[src/rtl/uart_rx.sv]
// 8N1 UART receiver: synchronized input, mid-bit sampling from a fixed baud
// counter, one-entry valid/ready output register, overrun/framing error pulses.
module uart_rx #(
    parameter logic [31:0] CLK_FREQ = 32'd50_000_000,
    parameter logic [31:0] BAUDRATE = 32'd115_200
) (
    input  logic       clk,
    input  logic       rst_n,
    input  logic       uart_rx_i,
    output logic       rx_valid_o,
    input  logic       rx_ready_i,
    output logic [7:0] rx_data_o,
    output logic       frame_err_o,
    output logic       overrun_o
);

    localparam int unsigned BAUD_CNT_MAX  = CLK_FREQ / BAUDRATE;
    localparam int unsigned BAUD_CNT_HALF = BAUD_CNT_MAX / 2;
    localparam int unsigned CW            = $clog2(BAUD_CNT_MAX);
    localparam logic [CW-1:0] CNT_LAST    = CW'(BAUD_CNT_MAX - 1);
    localparam logic [CW-1:0] CNT_MID     = CW'(BAUD_CNT_HALF - 1);

    typedef enum logic [1:0] {IDLE, START, DATA, STOP} state_e;

    state_e          state_q, state_d;
    logic [CW-1:0]   cnt_q, cnt_d;
    logic [2:0]      idx_q, idx_d;
    logic [7:0]      shift_q, shift_d;
    logic [7:0]      data_q, data_d;
    logic            valid_q, valid_d;
    logic            ferr_q, ferr_d;
    logic            ovr_q, ovr_d;
    logic [1:0]      sync_q;
    logic            prev_q;
    logic            rx_s;
    logic            fall;

    assign rx_s = sync_q[1];
    assign fall = prev_q & ~rx_s;

    // Synchronizer and edge flop reset to idle-high so reset release never looks like a start edge.
    always_ff @(posedge clk or negedge rst_n) begin
        if (!rst_n) begin
            sync_q <= 2'b11;
            prev_q <= 1'b1;
        end else begin
            sync_q <= {sync_q[0], uart_rx_i};
            prev_q <= sync_q[1];
        end
    end

    always_ff @(posedge clk or negedge rst_n) begin
        if (!rst_n) begin
            state_q <= IDLE;
            cnt_q   <= '0;
            idx_q   <= '0;
            shift_q <= '0;
            data_q  <= '0;
            valid_q <= 1'b0;
            ferr_q  <= 1'b0;
            ovr_q   <= 1'b0;
        end else begin
            state_q <= state_d;
            cnt_q   <= cnt_d;
            idx_q   <= idx_d;
            shift_q <= shift_d;
            data_q  <= data_d;
            valid_q <= valid_d;
            ferr_q  <= ferr_d;
            ovr_q   <= ovr_d;
        end
    end

    always_comb begin
        state_d = state_q;
        cnt_d   = cnt_q;
        idx_d   = idx_q;
        shift_d = shift_q;
        data_d  = data_q;
        valid_d = valid_q;
        ferr_d  = 1'b0;
        ovr_d   = 1'b0;
        if (valid_q && rx_ready_i) valid_d = 1'b0;

        case (state_q)
            IDLE: begin
                cnt_d = '0;
                if (fall) state_d = START;
            end
            START: begin
                if (cnt_q == CNT_MID) begin
                    cnt_d = '0;
                    if (!rx_s) begin
                        state_d = DATA;
                        idx_d   = '0;
                    end else begin
                        state_d = IDLE;
                    end
                end else begin
                    cnt_d = cnt_q + 1'b1;
                end
            end
            DATA: begin
                if (cnt_q == CNT_LAST) begin
                    cnt_d          = '0;
                    shift_d[idx_q] = rx_s;
                    idx_d          = idx_q + 3'd1;
                    if (idx_q == 3'd7) state_d = STOP;
                end else begin
                    cnt_d = cnt_q + 1'b1;
                end
            end
            STOP: begin
                if (cnt_q == CNT_LAST) begin
                    cnt_d   = '0;
                    state_d = IDLE;
                    if (rx_s) begin
                        // A same-cycle consume frees the register for the new byte.
                        if (!valid_q || rx_ready_i) begin
                            data_d  = shift_q;
                            valid_d = 1'b1;
                        end else begin
                            ovr_d = 1'b1;
                        end
                    end else begin
                        ferr_d = 1'b1;
                    end
                end else begin
                    cnt_d = cnt_q + 1'b1;
                end
            end
            default: state_d = IDLE;
        endcase
    end

    assign rx_valid_o  = valid_q;
    assign rx_data_o   = data_q;
    assign frame_err_o = ferr_q;
    assign overrun_o   = ovr_q;

endmodule
[config.mk]
export PLATFORM = sky130hd
export DESIGN_NAME = uart_rx
export DESIGN_NICKNAME = d
export VERILOG_FILES = /design/src/rtl/uart_rx.sv
export SDC_FILE = /design/constraint.sdc
export NUM_CORES = 1
export LEC_CHECK = 0
export ABC_AREA = 1
export CAP_MARGIN = 20
export CORE_ASPECT_RATIO = 1.1
export CORE_UTILIZATION = 30
export DETAILED_ROUTE_END_ITERATION = 7
export RECOVER_POWER = 25
export SLEW_MARGIN = 20
export SYNTH_ARGS = -nofsm -noshare
export SYNTH_HDL_FRONTEND = slang
export SYNTH_SLANG_ARGS = --single-unit
export TNS_END_PERCENT = 100
[constraint.sdc]
create_clock -name clk -period 2 [get_ports clk]
set_input_delay 0.2 -clock clk [delete_from_list [all_inputs] [get_ports clk]]
set_output_delay 0.2 -clock clk [all_outputs]
set_load 0.01 [all_outputs]
* After elaboration in Yosys (flattened, before gate mapping)
Cells that the tools add are included.
** Storage, ports and cells
- Output and inout port bits :: 11
- Input bits :: 4
- Register bits :: 36
** Operators by class
- Order comparisons :: 2
- Muxes and demuxes :: 29
- Bitwise logic cells :: 2
- Reductions and logical operators :: 11
- Add/sub/neg operators :: 2
- Equal/unequal tests :: 12
** Operators with widths (count)
- 9-bit case mux with 3 select lines :: 1
- 9-bit two-way mux :: 2
- 1-bit two-way mux :: 13
- 2-bit two-way mux :: 6
- 2-bit inequality test, second input constant :: 6
- 9-bit by 1-bit adder with 9-bit output, second input constant :: 1
- 9-bit by 8-bit equality test with 1-bit output, second input constant :: 1
- 9-bit equality test, second input constant :: 1
- 3-bit two-way mux :: 3
- 8-bit bitwise mux :: 1
- 2-bit case mux with 4 select lines :: 1
- 4-bit AND reduction :: 2
- 3-bit case mux with 2 select lines :: 1
- 5-bit AND reduction :: 1
- 2-bit equality test, second input constant :: 2
- 3-bit by 4-bit < comparator with 1-bit output, second input constant :: 1
- 3-bit by 1-bit adder with 3-bit output, second input constant :: 1
- 1-bit demux with 3-bit select :: 1
- 3-bit equality test, second input constant :: 1
- 3-bit by 1-bit greater-or-equal comparator with 1-bit output, second input constant :: 1
- 2-bit by 1-bit equality test with 1-bit output, second input constant :: 1
- 1-bit logical AND :: 2
- 2-bit zero test :: 1
- 2-bit AND reduction :: 1
- 6 further kinds :: 6

* Longest topological paths before layout
- Depth in word-level cells :: 6
- Mapped depth :: 11
- Mapped depth without buffers :: 11

* Worst setup path before layout
OpenSTA, ideal clock, no wires.
- Path type :: register to register
- Start point :: register cnt_q[1]
- End point :: register data_q[3], in the netlist rx_data_o[3]
- Period minus slack after synthesis :: 1.514 ns
- Cell stages (with the launch flop) :: 11
- Slack :: 0.486 ns
- Data arrival time :: 1.397 ns
- Library setup time :: 0.117 ns
- Buffers on the path :: 1
- Path through :: dfrtp_1 inv_1 ha_1 nand2_1 nor2_2 nand2_4 nor3_4 nand2_2 buf_6 nand2_2 o21ai_2
** On the way
- Word-level cells in the longest chain between the ends :: 2
** Ends and longest elaborated chain
- start, declared :: RTL line 26 : logic [CW-1:0] cnt_q, cnt_d;
- start signal, assigned :: RTL line 64 : cnt_q <= cnt_d;
- 9-bit equality test :: RTL line 114 : if (cnt_q == CNT_LAST) begin
- 4-bit AND reduction (no source line)
- end signal, assigned :: RTL line 67 : data_q <= data_d;
- end, declared :: RTL line 29 : logic [7:0] data_q, data_d;
Every way passes these cells.
A chain may end at the register's enable or synchronous reset.

* Worst setup path after layout
- Start point :: register cnt_q[1]
- End point :: register data_q[1], in the netlist rx_data_o[1]
Same word-level chain as after synthesis.

==> results.py <==
metrics = {
    "route": {
        "vias_per_cell": 4.21,
        "remaining_drc_errors": 0,
        "drtIter0Drc": 76,
        "routed_wirelength_microns": 2830,
        "firstDrtPassIters": 4,
        "num_vias": 1270,
        "post_drt_wl_per_cell_microns": 9.36,
        "postRouteAntennaNets": 0,
    },
    "place": {
        "preCtsSetupSlack_ns": 0.322,
        "place_inst": 294,
        "io_buffers": 14,
        "routabilityCongestion": 0.866,
        "dp_hpwl_microns": 2030,
    },
    "yosys": {
        "synth_fa_ha_area_share_pct": 3.65,
        "post_synth_xor_area_fraction_pct": 2.56,
        "syn_nets": 214,
        "synth-seq-area-share_pct": 52.8,
        "yosysTopAreaCell": "dfrtp_1",
        "syn_avg_cell_area_sq_um": 8.36,
        "yosys_warnings": 0,
        "muxShareOfSynthArea_pct": 0,
        "synth_cell_types": 22,
        "synth_compound_area_share_pct": 5.26,
        "synth_top_family_by_area": "simple AND/OR/NAND/NOR gates",
        "yosys.area.top_type_share_pct": 48.2,
        "synthSimpleGateAreaFrac_pct": 28.0,
        "synthesis.area_sq_um": 1710,
        "ys_top_cells_by_area": "dfrtp_1, nand2_1, inv_1, nor2_1, dfstp_2",
        "synthCells": 205,
        "ys_ff_latch": 36,
    },
    "cells_and_area": {
        "drive_above_1_share_pct": 11.0,
        "diodes": 0,
        "stdcell_count": 302,
        "syn2layout_area_growth_pct": 19.4,
        "fill_cells": 570,
        "layout.nets": 235,
    },
    "worst_setup_path": {
        "path_cells": "inv_1 -> ha_1 -> nand2_1 -> nor2_2 -> nand2_4 -> nor3_4 -> nand2_2 -> nand2_1 -> o21ai_2",
        "cp_max_fo": 12,
        "critPathCaptureType": "register",
        "crit_type": "reg2reg",
        "r2r_cells": 9,
        "slowest_delay_ns": 0.38,
        "slowest_stage": "dfrtp_1",
        "rr_endpoint": "rx_data_o[1]",
        "cp.arrival_ns": 1.83,
        "crit_top_cell": "nand2_1",
        "crit_required_ns": 2.17,
        "cp-start-kind": "register",
        "reg2reg_slack_ns": 0.34,
        "r2r-start": "cnt_q[1]",
    },
    "cts": {
        "htreeDepth": 2,
        "cts_sinks": 36,
        "cts-resized-gates": 0,
        "cts_buffer_depth": 2,
        "cts_hold_buf": 0,
        "cts_root_buf": "clkbuf_8",
        "cts.clk_slew.worst_paths_ns": 0.07,
        "postCtsSetupRepairBufs": 0,
        "clkLatencyLatePin_ns": 0.28,
        "numCtsBuffers": 5,
        "tritoncts": "yes",
    },
    "global_route": {
        "met1_usage_pct": 13.9,
        "use_met2_pct": 18.9,
        "use_met3_pct": 3.35,
        "antenna_found_initial": 0,
        "grt_max_degree": 37,
        "globalRouteTotalUtil_pct": 11.4,
        "grt_pass1_vias": 1232,
        "gr-total-overflow": 0,
        "grt_pass1_wl_microns": 5240,
        "busiest_layer": "met2",
    },
    "floorplan": {
        "die_area_sq_um": 6020,
        "start_util_pct": 31.5,
        "ioPinCount": 15,
        "die_w_microns": 74.0,
        "num_rows": 28,
        "core_area_sq_um": 5430,
        "die_h_microns": 81.3,
    },
    "status": {
        "status": "finished, final reports clean",
    },
    "sta": {
        "fin_ws_ns": 0.339,
        "tns_ns": 0,
        "post-route-min-period_ns": 1.66,
        "period_share_pct": 83.0,
        "slew_violations": 0,
        "tightest_slew_ns": 0.783,
        "slew_headroom_pct": 47.8,
        "finalHoldViolCount": 0,
        "setup_viol": 0,
        "clock.fmax_mhz": 602,
        "fin_worst_skew_ns": 0.00728,
        "rsz0062_at_grt": "no",
    },
    "run": {
        "drv_cap": 0,
    },
    "min_path": {
        "hp-class": "in2async",
    },
    "power_and_ir_drop": {
        "max-vdd-ir-drop_v": 0.000511,
        "p_leak_nw": 1.07,
        "powerDensity_nw_per_um2": 918,
    },
}
## area by class of cell
type	instances	area, sq um	share of cell area (%)
Clock inverter	2	35.0	1.71
Tap cell	75	93.8	4.59
Multi-Input combinational cell	136	677	33.1
Timing Repair Buffer	15	143	6.97
Clock buffer	6	72.6	3.55
Inverter	32	120	5.87
Sequential cell	36	905	44.2
## critical path: cells and delay by family (launching register included)
family          cells  cell delay (ns)
compound gates      1             0.05
fa+ha+maj           1             0.14
buf+inv             1             0.09
flops               1             0.38
simple gates        6             0.89
## kinds of logic (layout without fill, tap and decap cells)
logic type / count (synthesis) / count (layout)
simple gates: 111 / 111
buf+inv: 33 / 55
xor+xnor: 5 / 5
fa+ha+maj: 5 / 5
compound gates: 15 / 15
flops: 36 / 36
## layer usage
layer	vias up	wire length [microns]	share of wire (%)
met1	583	1400	50
met2	19	1300	46
met3	5	91	3.2
met5	-	0	0
met4	0	38	1.3
li1	663	-	-
## cell usage in the layout (no fill, tap or decap), types with 3 or more instances in the layout
cell type	netlist	routed
clkbuf_8	0	5
clkdlybuf4s50_1	0	12
dfrtp_1	33	33
dfstp_2	3	3
ha_1	5	5
inv_1	31	31
nand2_1	61	61
nand2_2	4	4
nand3_1	11	11
nor2_1	26	26
nor3_1	3	3
o21ai_0	10	10
o21ai_2	4	4
xor2_1	4	4
## cells in the mapped netlist, drive strengths merged
cell type and instances:
nor3 4, dfstp 3, nand4 1, inv 32
nor2 28, nand3 11, a21oi 1, nand3b 1
ha 5, buf 1, o21ai 14, dfrtp 33
xor2 4, nand2 66, xnor2 1
## stage by stage
step                power (W)  instance area, sq um  hold slack (ns)  utilization (%)
CTS                   0.00191                  2050           0.0381             37.7
detailed placement    0.00129                  1940            0.341             35.7
floorplan             0.00118                  1710          -0.0956                -
finish                0.00188                  2050          0.00214             37.7
global placement      0.00128                  1940            0.344             35.7
global route          0.00203                  2050           0.0754             37.7
## report_power, final
part           switching, W  internal [W]
logic              0.000266      0.000128
registers         0.0000727      0.000799
clock network      0.000243      0.000370
total              0.000582       0.00130
## state kept, by name, indices dropped and copies added (netlist names), named ones only
name,count
cnt_q,9
frame_err_o,1
idx_q,3
overrun_o,1
prev_q,1
rx_data_o,8
rx_valid_o,1
shift_q,8
state_q,1
sync_q,2
## worst max-delay path by stage
stage / from / endpoint / slack (ns)
3_5_place_dp: cnt_q[1] / rx_data_o[1] / 0.32
3_3_place_gp: cnt_q[1] / rx_data_o[1] / 0.36
2_1_floorplan: cnt_q[1] / rx_data_o[3] / 0.49
6_report: cnt_q[1] / rx_data_o[1] / 0.34
5_1_grt: cnt_q[1] / rx_data_o[1] / 0.11
4_1_cts: cnt_q[1] / rx_data_o[1] / 0.32
No activity file was read; power rests on OpenSTA's default activity.
